<file path="src/rtl/rx_unit.sv">
// UART receiver: 8N1 frames recovered by bit-period counting and mid-bit sampling, with a hold-until-read handshake.
// Define RX_PARITY_EN to receive 8E1 frames and drive o_parity_error.
module rx_unit #(
    parameter int RX_DATA_SIZE  = 8,
    parameter int TICKS_PER_BIT = 868
) (
    input  logic                    i_clock,
    input  logic                    i_reset,
    input  logic                    i_rx,
    input  logic                    i_read,
    output logic [RX_DATA_SIZE-1:0] o_rxdata,
    output logic                    o_valid,
    output logic                    o_frame_error,
    output logic                    o_overrun,
    output logic                    o_parity_error
);

    localparam int SYNC_STAGES = 2;
    localparam int CNT_W       = $clog2(TICKS_PER_BIT);
    localparam int BIT_W       = $clog2(RX_DATA_SIZE + 1);

    localparam logic [CNT_W-1:0] TICK_LAST = CNT_W'(TICKS_PER_BIT - 1);
    localparam logic [CNT_W-1:0] HALF_LAST = CNT_W'(TICKS_PER_BIT / 2 - 1);
    localparam logic [BIT_W-1:0] DATA_LAST = BIT_W'(RX_DATA_SIZE - 1);

    typedef enum logic [2:0] {
        ST_IDLE,
        ST_START,
        ST_DATA,
`ifdef RX_PARITY_EN
        ST_PARITY,
`endif
        ST_STOP
    } state_t;

    state_t                  state_reg, state_next;
    logic [SYNC_STAGES-1:0]  sync_reg;
    logic                    rx_prev_reg;
    logic [CNT_W-1:0]        tick_reg, tick_next;
    logic [BIT_W-1:0]        bit_reg, bit_next;
    logic [RX_DATA_SIZE-1:0] shift_reg, shift_next;
    logic [RX_DATA_SIZE-1:0] rxdata_reg, rxdata_next;
    logic                    valid_reg, valid_next;
    logic                    frame_err_reg, frame_err_next;
    logic                    overrun_reg, overrun_next;
    logic                    rx_s;
    logic                    fall_edge;
    logic                    parity_ok;

    // Synchronizer chain idles high so reset never looks like a start edge.
    genvar gi;
    generate
        for (gi = 0; gi < SYNC_STAGES; gi++) begin : g_sync
            if (gi == 0) begin : g_first
                always_ff @(posedge i_clock) begin
                    if (i_reset) sync_reg[gi] <= 1'b1;
                    else         sync_reg[gi] <= i_rx;
                end
            end else begin : g_chain
                always_ff @(posedge i_clock) begin
                    if (i_reset) sync_reg[gi] <= 1'b1;
                    else         sync_reg[gi] <= sync_reg[gi-1];
                end
            end
        end
    endgenerate

    assign rx_s      = sync_reg[SYNC_STAGES-1];
    assign fall_edge = rx_prev_reg & ~rx_s;

`ifdef RX_PARITY_EN
    logic parity_bit_reg, parity_bit_next;
    logic parity_err_reg, parity_err_next;

    assign parity_ok      = (parity_bit_reg == ^shift_reg);
    assign o_parity_error = parity_err_reg;
`else
    assign parity_ok      = 1'b1;
    assign o_parity_error = 1'b0;
`endif

    always_ff @(posedge i_clock) begin
        if (i_reset) begin
            state_reg      <= ST_IDLE;
            rx_prev_reg    <= 1'b1;
            tick_reg       <= '0;
            bit_reg        <= '0;
            shift_reg      <= '0;
            rxdata_reg     <= '0;
            valid_reg      <= 1'b0;
            frame_err_reg  <= 1'b0;
            overrun_reg    <= 1'b0;
`ifdef RX_PARITY_EN
            parity_bit_reg <= 1'b0;
            parity_err_reg <= 1'b0;
`endif
        end else begin
            state_reg      <= state_next;
            rx_prev_reg    <= rx_s;
            tick_reg       <= tick_next;
            bit_reg        <= bit_next;
            shift_reg      <= shift_next;
            rxdata_reg     <= rxdata_next;
            valid_reg      <= valid_next;
            frame_err_reg  <= frame_err_next;
            overrun_reg    <= overrun_next;
`ifdef RX_PARITY_EN
            parity_bit_reg <= parity_bit_next;
            parity_err_reg <= parity_err_next;
`endif
        end
    end

    always_comb begin
        state_next      = state_reg;
        tick_next       = tick_reg;
        bit_next        = bit_reg;
        shift_next      = shift_reg;
        rxdata_next     = rxdata_reg;
        valid_next      = valid_reg & ~i_read;
        frame_err_next  = 1'b0;
        overrun_next    = 1'b0;
`ifdef RX_PARITY_EN
        parity_bit_next = parity_bit_reg;
        parity_err_next = 1'b0;
`endif

        case (state_reg)
            ST_IDLE: begin
                if (fall_edge) begin
                    tick_next  = '0;
                    state_next = ST_START;
                end
            end

            ST_START: begin
                if (tick_reg == HALF_LAST) begin
                    tick_next = '0;
                    bit_next  = '0;
                    // A line back high at mid start bit was noise, not a frame.
                    state_next = rx_s ? ST_IDLE : ST_DATA;
                end else begin
                    tick_next = tick_reg + 1'b1;
                end
            end

            ST_DATA: begin
                if (tick_reg == TICK_LAST) begin
                    tick_next  = '0;
                    shift_next = {rx_s, shift_reg[RX_DATA_SIZE-1:1]};
                    if (bit_reg == DATA_LAST) begin
`ifdef RX_PARITY_EN
                        state_next = ST_PARITY;
`else
                        state_next = ST_STOP;
`endif
                    end else begin
                        bit_next = bit_reg + 1'b1;
                    end
                end else begin
                    tick_next = tick_reg + 1'b1;
                end
            end

`ifdef RX_PARITY_EN
            ST_PARITY: begin
                if (tick_reg == TICK_LAST) begin
                    tick_next       = '0;
                    parity_bit_next = rx_s;
                    state_next      = ST_STOP;
                end else begin
                    tick_next = tick_reg + 1'b1;
                end
            end
`endif

            ST_STOP: begin
                if (tick_reg == TICK_LAST) begin
                    tick_next      = '0;
                    state_next     = ST_IDLE;
                    frame_err_next = ~rx_s;
`ifdef RX_PARITY_EN
                    parity_err_next = ~parity_ok;
`endif
                    if (rx_s && parity_ok) begin
                        // A read in the same cycle frees the slot, so that is not an overrun.
                        rxdata_next  = shift_reg;
                        valid_next   = 1'b1;
                        overrun_next = valid_reg & ~i_read;
                    end
                end else begin
                    tick_next = tick_reg + 1'b1;
                end
            end

            default: state_next = ST_IDLE;
        endcase
    end

    assign o_rxdata      = rxdata_reg;
    assign o_valid       = valid_reg;
    assign o_frame_error = frame_err_reg;
    assign o_overrun     = overrun_reg;

endmodule

</file>
<file path="config.mk">
export PLATFORM = sky130hd
export DESIGN_NAME = rx_unit
export DESIGN_NICKNAME = d
export VERILOG_FILES = /design/src/rtl/rx_unit.sv
export SDC_FILE = /design/constraint.sdc
export NUM_CORES = 1
export LEC_CHECK = 0
export ABC_AREA = 1
export BUFFER_PORTS_ARGS = -buffer_cell sky130_fd_sc_hd__buf_2
export CORE_ASPECT_RATIO = 1.75
export CORE_MARGIN = 5
export CORE_UTILIZATION = 40
export DETAILED_ROUTE_END_ITERATION = 10
export GPL_ROUTABILITY_DRIVEN = 0
export PLACE_DENSITY = 0.62
export REMOVE_ABC_BUFFERS = 1
export SYNTH_ARGS = -nofsm -noshare
export SYNTH_HDL_FRONTEND = slang
export SYNTH_SLANG_ARGS = --single-unit
export TNS_END_PERCENT = 100
</file>
<file path="constraint.sdc">
create_clock -name i_clock -period 2.25 [get_ports i_clock]
set_input_delay 0.1125 -clock i_clock [delete_from_list [all_inputs] [get_ports i_clock]]
set_output_delay 0.1125 -clock i_clock [all_outputs]
set_load 0.005 [all_outputs]
</file>
==> impl_metrics.yaml <==
synth:
  syn_area_per_cell_um2: 7.223
  ys_ff_latch: 38
  synth-simple-area-share: 0.2919
  synth_largest_area_cell: "dfxtp_1"
  ys_top_cells_by_count: "nand2_1, dfxtp_1, inv_1, a21oi_1, o21ai_0"
  synth_edf_count: 0
  muxShareOfSynthArea: 0
  synth_top_family_by_area: "simple AND/OR/NAND/NOR gates"
  synth_top_flop_cell: "dfxtp_1"
  synth_top_area_frac: 0.4196
  synth_warnings: 0
  synthCells: 251
  synth.most_common_cell: "nand2_1"
  synth_compound_area_frac: 0.1573
  synthAdderAreaFrac: 0.02070
  yosysSeqAreaShare: 0.4196
  synth_area_leaders: "dfxtp_1, nand2_1, inv_1, a21oi_1, o21ai_0"
  synthArstFlopShare: 0
  syn_area_um2: 1813
  synth_xor_area_frac: 0.004831
  synth_cell_types: 29
global_route:
  track_usage: 0.1339
  grt.overflow.total: 0
  antenna_found_initial: 0
  grt_pass1_vias: 1454
  grt_pass1_wl_um: 6203
  grt_max_degree: 25
place:
  dp_slack_ps: 661.1
  place_hpwl_um: 2722
  io_buffer_count: 14
  dpl_cell_area_um2: 1917
power:
  finalPower_mw: 1.661
  peakVddDrop_v: 0.0004943
  leakagePower_nw: 0.8412
  cellPowerDensity_nw_per_um2: 813.9
finish:
  nets: 275
  finalInstanceArea_um2: 2041
  fin_util: 0.4634
  largest_register_ffs: 10
  drive_gt1_frac: 0.1710
  diodes: 0
  fillers: 477
  area_delta_synth_final_pct: 12.56
worst_setup_path:
  cp-end-kind: "register"
  path_max_fanout: 16
  rrSetupSlack_ps: 650
  cp_data_required_time_ps: 2430
  endpoint: "o_rxdata[2]"
  r2r-start: "tick_reg[0]"
  worstRegToRegCells: 8
  crit_chain: "ha_1 -> nand2_2 -> nor2_4 -> nand2_2 -> nor2_4 -> nand3_4 -> o21ai_0 -> a21oi_1"
  startpoint: "tick_reg[0]"
  crit_path_max_incr_delay_ps: 400
  critPathLaunchType: "register"
  critical_path_class: "register to register"
  slowest_stage: "dfxtp_1"
  critPathArrivalTime_ps: 1780
  r2r-end: "o_rxdata[2]"
timing:
  setup_tns_ps: 0
  fmax_ghz: 0.6235
  layout_worst_path_cycle_share: 0.7129
  slew_violations: 0
  max-slew-margin-rel: 0.5344
  layout_setup_ws_ps: 646.1
  rsz0062_at_grt: "no"
  finClkSkew_ps: 6.994
  setup_viol: 0
  hold_viol_final: 0
  post-route-min-period_ps: 1604
  max_slew.worst_pin.slew_ps: 697.6
cts:
  cts_sinks: 38
  htree_num_levels: 2
  cts_buffers: 5
  post_cts_buffers: 0
  tritoncts: "built"
  path_clk_slew_ps: 80
  ctsRootBufferMaster: "clkbuf_8"
  insertion_delay_ps: 290
  cts_resized: 0
  clockBufferDepth: 2
routing:
  wl_per_cell_um: 11.68
  via_count: 1585
  routed_wl_um: 3739
  firstDrtPassIters: 4
  drc: 0
  antenna_left: 0
  vias_per_cell: 4.953
  first_iter_violations: 33
floorplan:
  core_um2: 4404
  die_area_um2: 6032
  die_w_um: 60.89
  initial_core_util: 0.4116
  ioPinCount: 16
  fp-row-count: 32
  die_h_um: 99.06
run:
  maxCapViolCount: 0
min_path:
  hp-class: "input port to register"
status:
  outcome: "completed"
==> stage by stage <==
step,cells,hold slack (ps)
after floorplan,246,181.6
after global placement,311,294.9
after detailed placement,311,302.4
after CTS,320,89.91
after global routing,320,97.02
final,320,93.52
==> worst min-delay path by stage <==
| stage | from | to | slack (ps) | depth (start not counted) |
|---|---|---|---|---|
| floorplan | i_reset | bit_reg[2] | 180 | 1 |
| global placement | i_rx | sync_reg[0] | 290 | 2 |
| detailed placement | i_rx | sync_reg[0] | 300 | 2 |
| CTS | i_read | o_overrun | 90 | 3 |
| global route | i_read | o_overrun | 100 | 3 |
| finish | i_read | o_overrun | 90 | 3 |
==> power breakdown <==
part / internal [mW] / switching (mW)
clock: 0.330 / 0.257
combinational: 0.101 / 0.229
sequential: 0.705 / 0.0387
==> layout make-up <==
type                            count  area, µm²  area share
Multi-Input combinational cell    166      864.6      0.4237
Clock buffer                        5      68.82     0.03372
Clock inverter                      3      45.04     0.02207
Tap cell                           51      63.81     0.03127
Inverter                           42      157.7     0.07725
Sequential cell                    38      760.7      0.3728
Timing Repair Buffer               15      80.08     0.03924
==> cell usage in the layout (no fill, tap or decap), drive strengths merged, types with 2 or more instances in the layout <==
cell      count
a21oi        30
buf          14
clkbuf        5
clkinvlp      2
dfxtp        38
ha            3
inv          41
nand2        59
nand3        13
nand3b        4
nand4         5
nor2         19
nor3          4
o21ai        24
or2           2
==> cells by family after synthesis <==
logic type | count (synthesis)
AOI/OAI and AO/OA | 54
xor gates and xnor gates | 1
adders and majority gates | 3
buffers and inverters | 47
DFF | 38
other | 1
and+or+nand+nor | 107
==> per-layer routing <==
metal / track usage / wire length, µm / vias up / share of wire
met2: 0.2473 / 2040 / 21 / 0.55
met4: 0.06177 / 92 / 0 / 0.025
met3: 0.03277 / 120 / 9 / 0.032
met5: 0 / 0 / - / 0
met1: 0.1313 / 1485 / 724 / 0.40
li1: - / - / 831 / -
==> worst max-delay path, delay by kind of cell (launching register included) <==
| kind | cells | cell delay, ps |
|---|---|---|
| AND/OR/NAND/NOR | 5 | 570 |
| flip-flops | 1 | 400 |
| adder cells (fa/ha/maj) | 1 | 260 |
| AO/OA/AOI/OAI | 2 | 260 |
==> what timing repair did <==
item / 4_1_cts / 5_1_grt
setup endpoints to repair: 0 / 0
endpoints found under the hold margin: 1 / 0
hold buffers: 1 / 0
No activity file was read; power rests on OpenSTA's default activity.
